[src/rtl/pipe_reg_scoreboard_if.sv]
// Decode/writeback/kill bus of the register-hazard scoreboard.
//   master: pipeline side, drives sources, issue/wb/kill claims and drain_req;
//           receives stall_D, busy, drain_done, sb_err.
//   slave : scoreboard side, the mirror image.
interface pipe_reg_scoreboard_if #(
  parameter int unsigned NREG = 15
);
  logic [3:0]      D_srcA;
  logic [3:0]      D_srcB;
  logic            issue_valid;
  logic [3:0]      issue_dstE;
  logic [3:0]      issue_dstM;
  logic            wb_valid;
  logic [3:0]      W_dstE;
  logic [3:0]      W_dstM;
  logic            kill_valid;
  logic [3:0]      kill_dstE;
  logic [3:0]      kill_dstM;
  logic            drain_req;
  logic            stall_D;
  logic [NREG-1:0] busy;
  logic            drain_done;
  logic            sb_err;

  modport master (
    output D_srcA, D_srcB, issue_valid, issue_dstE, issue_dstM,
           wb_valid, W_dstE, W_dstM, kill_valid, kill_dstE, kill_dstM,
           drain_req,
    input  stall_D, busy, drain_done, sb_err
  );

  modport slave (
    input  D_srcA, D_srcB, issue_valid, issue_dstE, issue_dstM,
           wb_valid, W_dstE, W_dstM, kill_valid, kill_dstE, kill_dstM,
           drain_req,
    output stall_D, busy, drain_done, sb_err
  );
endinterface

[src/rtl/pipe_reg_scoreboard.sv]
// Register-hazard scoreboard: one pending-write counter per architectural
// register, incremented at decode issue and decremented at writeback retire
// or squash. Generates the decode stall and a drain sequence.
//   clk, rst : clock, synchronous active-high reset
//   bus      : slave side of pipe_reg_scoreboard_if (sources, issue/wb/kill
//              destinations, drain_req in; stall_D, busy, drain_done,
//              sb_err out)
module pipe_reg_scoreboard #(
  parameter int unsigned NREG  = 15,
  parameter int unsigned CNT_W = 3
) (
  input  logic                  clk,
  input  logic                  rst,
  pipe_reg_scoreboard_if.slave  bus
);

  // Headroom for cnt + 2 increments and up to 4 decrements.
  localparam int unsigned DW   = CNT_W + 2;
  localparam int unsigned CMAX = (1 << CNT_W) - 1;

  typedef enum logic [1:0] {
    ST_RUN   = 2'd0,
    ST_DRAIN = 2'd1,
    ST_DONE  = 2'd2
  } state_t;

  state_t           state;
  logic [CNT_W-1:0] cnt     [NREG];
  logic [CNT_W-1:0] cnt_nxt [NREG];
  logic [DW-1:0]    up      [NREG];
  logic [DW-1:0]    dn      [NREG];
  logic [NREG-1:0]  busy_v;
  logic             ovf;
  logic             stall;
  logic             drain_done_q;
  logic             sb_err_q;
  logic             all_zero;

  // Field addresses register r; 4'hF never matches.
  function automatic logic match(input logic [3:0] idx, input int unsigned r);
    return (idx != 4'hF) && (idx == 4'(r));
  endfunction

  function automatic logic [DW-1:0] hit(input logic v, input logic [3:0] idx,
                                        input int unsigned r);
    return (v && match(idx, r)) ? DW'(1) : DW'(0);
  endfunction

  // Net per-register update; an out-of-range result holds the counter.
  always_comb begin
    ovf = 1'b0;
    for (int unsigned r = 0; r < NREG; r++) begin
      up[r] = DW'(cnt[r]) + hit(bus.issue_valid, bus.issue_dstE, r)
                          + hit(bus.issue_valid, bus.issue_dstM, r);
      dn[r] = hit(bus.wb_valid, bus.W_dstE, r) + hit(bus.wb_valid, bus.W_dstM, r)
            + hit(bus.kill_valid, bus.kill_dstE, r)
            + hit(bus.kill_valid, bus.kill_dstM, r);
      cnt_nxt[r] = cnt[r];
      if ((up[r] < dn[r]) || ((up[r] - dn[r]) > DW'(CMAX))) begin
        ovf = 1'b1;
      end else begin
        cnt_nxt[r] = CNT_W'(up[r] - dn[r]);
      end
    end
  end

  // Decode stall from registered state only.
  always_comb begin
    stall = (state != ST_RUN);
    for (int unsigned r = 0; r < NREG; r++) begin
      if ((cnt[r] != '0) && (match(bus.D_srcA, r) || match(bus.D_srcB, r))) begin
        stall = 1'b1;
      end
      if ((cnt[r] >= CNT_W'(CMAX - 1)) &&
          (match(bus.issue_dstE, r) || match(bus.issue_dstM, r))) begin
        stall = 1'b1;
      end
    end
  end

  always_comb begin
    busy_v = '0;
    for (int unsigned r = 0; r < NREG; r++) begin
      busy_v[r] = (cnt[r] != '0);
    end
  end

  assign all_zero = ~|busy_v;

  // Counters, sticky error and drain FSM.
  always_ff @(posedge clk) begin
    if (rst) begin
      state        <= ST_RUN;
      drain_done_q <= 1'b0;
      sb_err_q     <= 1'b0;
      for (int unsigned r = 0; r < NREG; r++) begin
        cnt[r] <= '0;
      end
    end else begin
      for (int unsigned r = 0; r < NREG; r++) begin
        cnt[r] <= cnt_nxt[r];
      end
      sb_err_q     <= sb_err_q | ovf;
      drain_done_q <= 1'b0;
      case (state)
        ST_RUN: begin
          if (bus.drain_req) begin
            state <= ST_DRAIN;
          end
        end
        ST_DRAIN: begin
          if (all_zero) begin
            state        <= ST_DONE;
            drain_done_q <= 1'b1;
          end
        end
        ST_DONE: begin
          if (!bus.drain_req) begin
            state <= ST_RUN;
          end
        end
        default: state <= ST_RUN;
      endcase
    end
  end

  assign bus.stall_D    = stall;
  assign bus.busy       = busy_v;
  assign bus.drain_done = drain_done_q;
  assign bus.sb_err     = sb_err_q;

endmodule

[src/flat_wrapper.sv]
// flat-port wrapper written by rule: the top's interface ports become plain ports
module pipe_reg_scoreboard_flat 
#(
  parameter int unsigned NREG  = 15,
  parameter int unsigned CNT_W = 3
)
  (clk, rst, bus_D_srcA, bus_D_srcB, bus_issue_valid, bus_issue_dstE, bus_issue_dstM, bus_wb_valid, bus_W_dstE, bus_W_dstM, bus_kill_valid, bus_kill_dstE, bus_kill_dstM, bus_drain_req, bus_stall_D, bus_busy, bus_drain_done, bus_sb_err);
  pipe_reg_scoreboard_if #(.NREG(NREG)) bus_i ();
  input  logic clk;
  input  logic rst;
  input wire logic [$bits(bus_i.D_srcA)-1:0] bus_D_srcA;
  input wire logic [$bits(bus_i.D_srcB)-1:0] bus_D_srcB;
  input wire logic [$bits(bus_i.issue_valid)-1:0] bus_issue_valid;
  input wire logic [$bits(bus_i.issue_dstE)-1:0] bus_issue_dstE;
  input wire logic [$bits(bus_i.issue_dstM)-1:0] bus_issue_dstM;
  input wire logic [$bits(bus_i.wb_valid)-1:0] bus_wb_valid;
  input wire logic [$bits(bus_i.W_dstE)-1:0] bus_W_dstE;
  input wire logic [$bits(bus_i.W_dstM)-1:0] bus_W_dstM;
  input wire logic [$bits(bus_i.kill_valid)-1:0] bus_kill_valid;
  input wire logic [$bits(bus_i.kill_dstE)-1:0] bus_kill_dstE;
  input wire logic [$bits(bus_i.kill_dstM)-1:0] bus_kill_dstM;
  input wire logic [$bits(bus_i.drain_req)-1:0] bus_drain_req;
  output wire logic [$bits(bus_i.stall_D)-1:0] bus_stall_D;
  output wire logic [$bits(bus_i.busy)-1:0] bus_busy;
  output wire logic [$bits(bus_i.drain_done)-1:0] bus_drain_done;
  output wire logic [$bits(bus_i.sb_err)-1:0] bus_sb_err;
  assign bus_i.D_srcA = bus_D_srcA;
  assign bus_i.D_srcB = bus_D_srcB;
  assign bus_i.issue_valid = bus_issue_valid;
  assign bus_i.issue_dstE = bus_issue_dstE;
  assign bus_i.issue_dstM = bus_issue_dstM;
  assign bus_i.wb_valid = bus_wb_valid;
  assign bus_i.W_dstE = bus_W_dstE;
  assign bus_i.W_dstM = bus_W_dstM;
  assign bus_i.kill_valid = bus_kill_valid;
  assign bus_i.kill_dstE = bus_kill_dstE;
  assign bus_i.kill_dstM = bus_kill_dstM;
  assign bus_i.drain_req = bus_drain_req;
  assign bus_stall_D = bus_i.stall_D;
  assign bus_busy = bus_i.busy;
  assign bus_drain_done = bus_i.drain_done;
  assign bus_sb_err = bus_i.sb_err;
  pipe_reg_scoreboard #(.NREG(NREG), .CNT_W(CNT_W)) u_core (.clk(clk), .rst(rst), .bus(bus_i));
endmodule
[config.mk]
export PLATFORM = sky130hd
export DESIGN_NAME = pipe_reg_scoreboard_flat
export DESIGN_NICKNAME = d
export VERILOG_FILES = /design/src/rtl/pipe_reg_scoreboard_if.sv /design/src/rtl/pipe_reg_scoreboard.sv /design/src/flat_wrapper.sv
export SDC_FILE = /design/constraint.sdc
export NUM_CORES = 1
export LEC_CHECK = 0
export BUFFER_PORTS_ARGS = -buffer_cell sky130_fd_sc_hd__buf_4
export CAP_MARGIN = 20
export CORE_UTILIZATION = 60
export DETAILED_ROUTE_END_ITERATION = 8
export HOLD_SLACK_MARGIN = 0.05
export PLACE_DENSITY = 0.9
export SYNTH_ARGS = -nofsm -noshare
export SYNTH_HDL_FRONTEND = slang
export SYNTH_SLANG_ARGS = --single-unit
[constraint.sdc]
create_clock -name clk -period 7 [get_ports clk]
set_input_delay 0.35 -clock clk [delete_from_list [all_inputs] [get_ports clk]]
set_output_delay 0.35 -clock clk [all_outputs]
set_load 0.05 [all_outputs]
## Word level (Yosys, flattened, before mapping)

Memory sizes are Yosys's and may differ from the RTL's.
Index checks and enable logic that the tools add are counted.

| word-level totals | value |
|---|---|
| register bits | 4 |
| RAM bits | 45 |
| bits of input ports | 38 |
| output and inout bits | 18 |
| logic and storage cells | 767 |
| memories kept | 1 |

Memories:

| memory | depth | bits a word | rd ports | clocked after memory_dff | wr ports | line | source |
|---|---|---|---|---|---|---|---|
| u_core.cnt | 15 | 3 | 15 | 0 | 15 | pipe_reg_scoreboard.sv:28 | `logic [CNT_W-1:0] cnt [NREG];` |

| operators by class | value |
|---|---|
| add/sub/neg operators | 90 |
| order comparisons | 45 |
| equal/unequal tests | 125 |
| mux-type cells | 173 |
| bitwise gates (word level) | 17 |
| reduce and logical (&&, ||, !) cells | 313 |

Operator list:

| kind | number |
|---|---|
| $add A5 B5 Y5 | 60 |
| $logic_and A1 B1 Y1 | 240 |
| $eq A4 B4 Y1 const B | 56 |
| $mux W1 | 139 |
| $eq A4 B3 Y1 const B | 32 |
| $mux W3 | 30 |
| $add A3 B5 Y5 | 15 |
| $gt A5 B3 Y1 const B | 15 |
| $lt A5 B5 Y1 | 15 |
| $sub A5 B5 Y5 | 15 |
| $eq A4 B2 Y1 const B | 16 |
| $ge A3 B3 Y1 const B | 15 |
| $logic_or A1 B1 Y1 | 45 |
| $reduce_bool A3 Y1 | 15 |
| $eq A4 B1 Y1 const B | 8 |
| $logic_not A4 Y1 | 8 |
| $ne A4 B4 Y1 const B | 8 |
| $or A1 B1 Y1 | 16 |
| $reduce_or A15 Y1 | 1 |
| $mux W2 | 3 |
| $ne A2 B2 Y1 const B | 3 |
| $pmux W2 S3 | 1 |
| $reduce_and A3 Y1 | 1 |
| $eq A2 B1 Y1 const B | 1 |
| 5 further kinds | 5 |

## Longest topological paths before layout

| logic depth | value |
|---|---|
| word-level depth | 34 |
| mapped depth | 15 |
| depth with buffers taken out | 14 |

## Least setup slack after synthesis

Ideal clock, no wire load.

| timing | value |
|---|---|
| path type | input -> register |
| start | input bus_kill_valid |
| end | register u_core.sb_err_q, in the netlist u_core.bus.sb_err |
| setup time | 0.125 ns |
| arrival time | 3.486 ns |
| required time | 6.875 ns |
| slack | 3.389 ns |
| cell stages on the path | 14 |
| buffers on the path | 1 |
| cell sequence | clkbuf_1 > nor3b_1 > nand3_1 > fa_1 > inv_1 > ha_1 > ha_1 > inv_1 > ha_1 > nor2b_1 > o211ai_1 > a31oi_1 > nand4b_1 > o41a_1 |

| between the ends | value |
|---|---|
| word-level cells in the longest chain between the ends | 23 |
| elaborated cells on any way between the ends | 166 |

Ends and longest elaborated chain:

| what | line | source |
|---|---|---|
| start: declaration | flat_wrapper.sv:19 | `input wire logic [$bits(bus_i.kill_valid)-1:0] bus_kill_valid;` |
| $logic_and A1 B1 Y1 | pipe_reg_scoreboard.sv:46 | `return (v && match(idx, r)) ? DW'(1) : DW'(0);` |
| $mux W1 | pipe_reg_scoreboard.sv:46 |  |
| $add A5 B5 Y5 | pipe_reg_scoreboard.sv:56 | `+ hit(bus.kill_valid, bus.kill_dstE, r)` |
| $add A5 B5 Y5 | pipe_reg_scoreboard.sv:57 | `+ hit(bus.kill_valid, bus.kill_dstM, r);` |
| $sub A5 B5 Y5 | pipe_reg_scoreboard.sv:59 | `if ((up[r] < dn[r]) \|\| ((up[r] - dn[r]) > DW'(CMAX))) begin` |
| $gt A5 B3 Y1 | pipe_reg_scoreboard.sv:59 |  |
| $logic_or A1 B1 Y1 | pipe_reg_scoreboard.sv:59 |  |
| $mux W1 (14 in a row) | pipe_reg_scoreboard.sv:59 |  |
| $mux W1 (*) | pipe_reg_scoreboard.sv:59 |  |
| $or A1 B1 Y1 (*) | pipe_reg_scoreboard.sv:103 | `sb_err_q <= sb_err_q \| ovf;` |
| end signal: assignment | pipe_reg_scoreboard.sv:103 |  |
| end: declaration | pipe_reg_scoreboard.sv:36 | `logic sb_err_q;` |

Every way passes the cells marked *; elsewhere a longest branch is shown, timed or not.
A chain may end at the register's enable or synchronous reset.

## Final worst setup path

| timing | value |
|---|---|
| start | input bus_wb_valid |
| end | register u_core.sb_err_q, in the netlist u_core.bus.sb_err |

| between the ends | value |
|---|---|
| word-level cells in the longest chain between the ends | 24 |
| elaborated cells on any way between the ends | 181 |

Ends and longest elaborated chain:

| what | line | source |
|---|---|---|
| start: declaration | flat_wrapper.sv:16 | `input wire logic [$bits(bus_i.wb_valid)-1:0] bus_wb_valid;` |
| $logic_and A1 B1 Y1 | pipe_reg_scoreboard.sv:46 |  |
| $mux W1 | pipe_reg_scoreboard.sv:46 |  |
| $add A5 B5 Y5 | pipe_reg_scoreboard.sv:55 | `dn[r] = hit(bus.wb_valid, bus.W_dstE, r) + hit(bus.wb_valid, bus.W_dstM, r)` |
| $add A5 B5 Y5 | pipe_reg_scoreboard.sv:56 |  |
| $add A5 B5 Y5 | pipe_reg_scoreboard.sv:57 |  |
| $sub A5 B5 Y5 | pipe_reg_scoreboard.sv:59 |  |
| $gt A5 B3 Y1 | pipe_reg_scoreboard.sv:59 |  |
| $logic_or A1 B1 Y1 | pipe_reg_scoreboard.sv:59 |  |
| $mux W1 (14 in a row) | pipe_reg_scoreboard.sv:59 |  |
| $mux W1 (*) | pipe_reg_scoreboard.sv:59 |  |
| $or A1 B1 Y1 (*) | pipe_reg_scoreboard.sv:103 |  |

Marks and branches as above.

==> implementation parameters <==
Parameter                              Value

Timing
  Setup ws final ... roughly 3.3 ns
  Worst slew margin relative to its limit ... ~52%
  Endpoints failing setup ... 0
  Achievable frequency ... approximately 270 MHz
  Total count of hold-check failures in the final report ... 0
  Final critical delay including setup and external delays ... 3.69 ns
  Max-slew violations ... 0
  Summed negative setup slack over all endpoints ... 0 ns
  Post-Route Skew ... around 0.011 ns
  Transition time at the pin with the least slew margin ... slightly above 0.7 ns
  Portion of the clock cycle consumed by the worst path in the final layout ... between 50% and 60%
  Unrepaired setup endpoints after global routing ... no

Power
  Internal portion of total power ... about 1.0 mW
  Total net switching power ... about 1.2 mW
  Pwr per Cell Area ... about 300 nW/um2
  Comb power frac ... roughly 69%
  Total design power ... around 2.2 mW
  VDD IR max ... approximately 330 uV
  Proportion of total power due to net switching ... between 50% and 60%
  Fraction of power consumed by sequential logic ... 22.4%
  Clock share of power ... approximately 9.0%
  Static Leak ... 3.31 nW

Route
  Overall routed net length ... ~17 mm
  Drt first-iter violations ... 600
  Via total after detailed routing ... slightly above 6000
  DRC errors left ... 0
  Wire length per cell after detailed routing ... 17.3 um
  Drt pass-1 iters ... 5
  Antenna-violating nets left ... 0
  Vias/cell ... roughly 6.2

Clock network
  Post-CTS Setup Bufs ... 0
  Cell at the root of the clock tree ... clkbuf_8
  Hold-fix buffer count after cts ... 0
  Max clock buf depth ... 2
  Num CTS Buffers ... 5
  TritonCTS clock tree ... yes
  CTS sink count ... 49
  Clock edge transition at the registers on the reported setup and hold paths ... 0.10 ns
  Worst skew pair latency ... roughly 0.35 ns
  H-tree levels ... 2
  Number of gates resized after cts ... 0

Finish
  Area growth from synthesis to layout ... 8.58%
  Number of nets in the final layout ... 1036
  Post-layout util ... roughly 67%
  Fill cell instance count of the final layout ... about 900
  Fraction of layout instances using a drive strength above 1 ... between 8 and 9%

Synth
  Yosys reg bits ... 49
  Post-synthesis sequential area ratio ... between 10% and 20%
  Commonest register cell after synthesis ... dfxtp_1
  Ys async rst share ... 0%
  Area leader, netlist ... ha_1
  Average cell area after synthesis ... approximately 8.0 um2
  Top cells by area in the synthesized netlist ... ha_1 (17%), dfxtp_1 (15%), fa_1 (14%), inv_1 (6.2%), a211oi_1 (4.7%)
  Number of synthesis warnings ... 0
  Synth cell types ... 54
  Cell count after synthesis ... approximately 830
  Net count after synthesis ... 1000
  Post-synth EDFFs ... 0
  Post-synthesis cell area ... about 6600 um2
  Post-synth top area share ... between 15 and 20%
  Most frequent cell after synthesis ... inv_1
  Top cells by instance count after synthesis ... inv_1 (109), ha_1 (90), nand2_1 (84)

Floorplan
  # IOs ... 56
  Total number of placement rows ... 38
  Die boundary height ... about 110 um
  Initial standard-cell utilization of the core ... 61.3%
  Core region area ... roughly 11000 um2
  DIE WIDTH ... 107 um
  Die Outline Area ... roughly 12000 um2

GRT
  Vias in the first global route ... between 5000 and 6000
  Total gr overflow ... 0
  Pin count of the biggest net entering global routing ... 50
  Global-route wire length before repair ... around 28 mm
  Total routing usage reported by global routing ... 32.0%
  Number of antenna violations at the first check in global routing ... 1

Min path
  Hold path endpoint ... u_core.state[1]
  Worst hold path class ... in2reg
  Worst hold path depth ... 3
  Startpoint of the lowest-slack hold path ... bus_drain_req

Worst setup path
  Required time worst endpoint ... approximately 7.2 ns
  Depth of the worst register-to-register path ... 11
  Arrival time reported for the critical path endpoint ... around 3.9 ns
  RR Startpoint ... u_core.cnt[0][21]
  Worst setup slack for register-to-register paths ... 3.90 ns
  Endpoint of the lowest-slack register-to-register path ... u_core.bus.sb_err
  Category of the worst setup path launch point ... input pin
  Crit. End Element ... flop
  Crit path kind ... in2reg
  Max Fanout on Critical Path ... 8

Place
  Detailed placer's ending HPWL ... 14.4 mm
  GP Congestion ... ~1.0
  Worst setup slack before clock tree synthesis ... between 2 and 3 ns
  Count of buffers inserted at the top-level ports ... between 50 and 60

Job
  Maximum Capacitance Violations ... 0

Status
  Run status ... finished clean
## power groups by stage
stage / clock [mW] / sequential [mW] / combinational [mW]
after floorplan: 0 / 0.457 / 1.09
after global placement: 0 / 0.481 / 1.42
after detailed placement: 0 / 0.484 / 1.45
after CTS: 0.194 / 0.478 / 1.46
after global routing: 0.202 / 0.497 / 1.60
final: 0.193 / 0.481 / 1.48
## through the flow
stage | hold WS [ns] | area, um2 | cells
4_1_cts | 0.285 | 7220 | 1004
2_1_floorplan | 0.467 | 6650 | 827
6_report | 0.291 | 7220 | 1005
3_3_place_gp | 0.490 | 7130 | 996
3_5_place_dp | 0.512 | 7130 | 996
5_1_grt | 0.298 | 7220 | 1004
## cell usage in the layout (no fill, tap or decap), types with 5 or more instances in the layout
cell,count
or3_1,12
nand4_1,6
fa_1,45
a21oi_1,33
o211ai_1,10
nor4b_1,6
nor4_1,9
nand3_1,11
nand3b_1,19
a211oi_1,42
and2_1,6
inv_1,109
xor2_1,15
nor3b_1,7
xnor2_1,15
a32oi_1,6
mux2i_1,15
nor4bb_1,8
nor2_1,70
clkbuf_8,5
buf_4,55
nand2_1,84
dfxtp_1,49
a31oi_1,16
ha_1,90
nor2b_1,36
and3_1,6
nor3_1,6
o21ai_0,16
## routing by layer
metal	GRT usage, %	up-vias	wire length [um]
met5	0	-	0
met4	17.4	0	790
met3	5.51	51	1600
met2	50.9	313	7890
met1	41.3	2879	7160
li1	-	2965	-
## worst max-delay path, stage by stage
cell and delay (ns):
buf_4 0.12, nor3b_1 0.52, nand2_1 0.18, fa_1 0.61, inv_1 0.08, ha_1 0.20
ha_1 0.31, fa_1 0.44, nor2b_1 0.12, o21ai_0 0.10, a21oi_1 0.42, nand4_1 0.16
o41a_1 0.33
## cell families after synthesis
group                    Yosys count  share of synthesized area [%]
AND/OR/NAND/NOR                  315                           25.6
AO/OA/AOI/OAI                    148                           15.1
buffers and inverters            135                           7.83
adder cells (fa/ha/maj)          135                           30.5
flip-flops                        49                           14.8
XOR/XNOR                          30                           3.95
multiplexers                      15                           2.26
## how the worst max path moves through the flow
stage                 startpoint           endpoint  slack, ns  depth (start not counted)
3_5_place_dp        bus_wb_valid  u_core.bus.sb_err       2.98                         13
3_3_place_gp   bus_issue_dstE[2]  u_core.bus.sb_err       3.05                         13
2_1_floorplan     bus_kill_valid  u_core.bus.sb_err       3.39                         14
4_1_cts             bus_wb_valid  u_core.bus.sb_err       3.34                         13
5_1_grt             bus_wb_valid  u_core.bus.sb_err       3.12                         13
6_report            bus_wb_valid  u_core.bus.sb_err       3.31                         13
## final cells by class
type	count	area [um2]	area share [%]
repair buffers	55	413	5.72
multi-input cells	643	5150	71.3
well taps	140	175	2.43
flip-flops and latches	49	981	13.6
diodes	1	2.50	0.0347
inverters	109	409	5.67
clock inverters	3	22.5	0.312
clock buffers	5	68.8	0.953
## registers in the layout (all words and copies together) (netlist names)
name and cells:
u_core.cnt 45, u_core.bus.sb_err 1, u_core.state 2, u_core.bus.drain_done 1
Note: power is estimated with default switching activity, not from simulation.
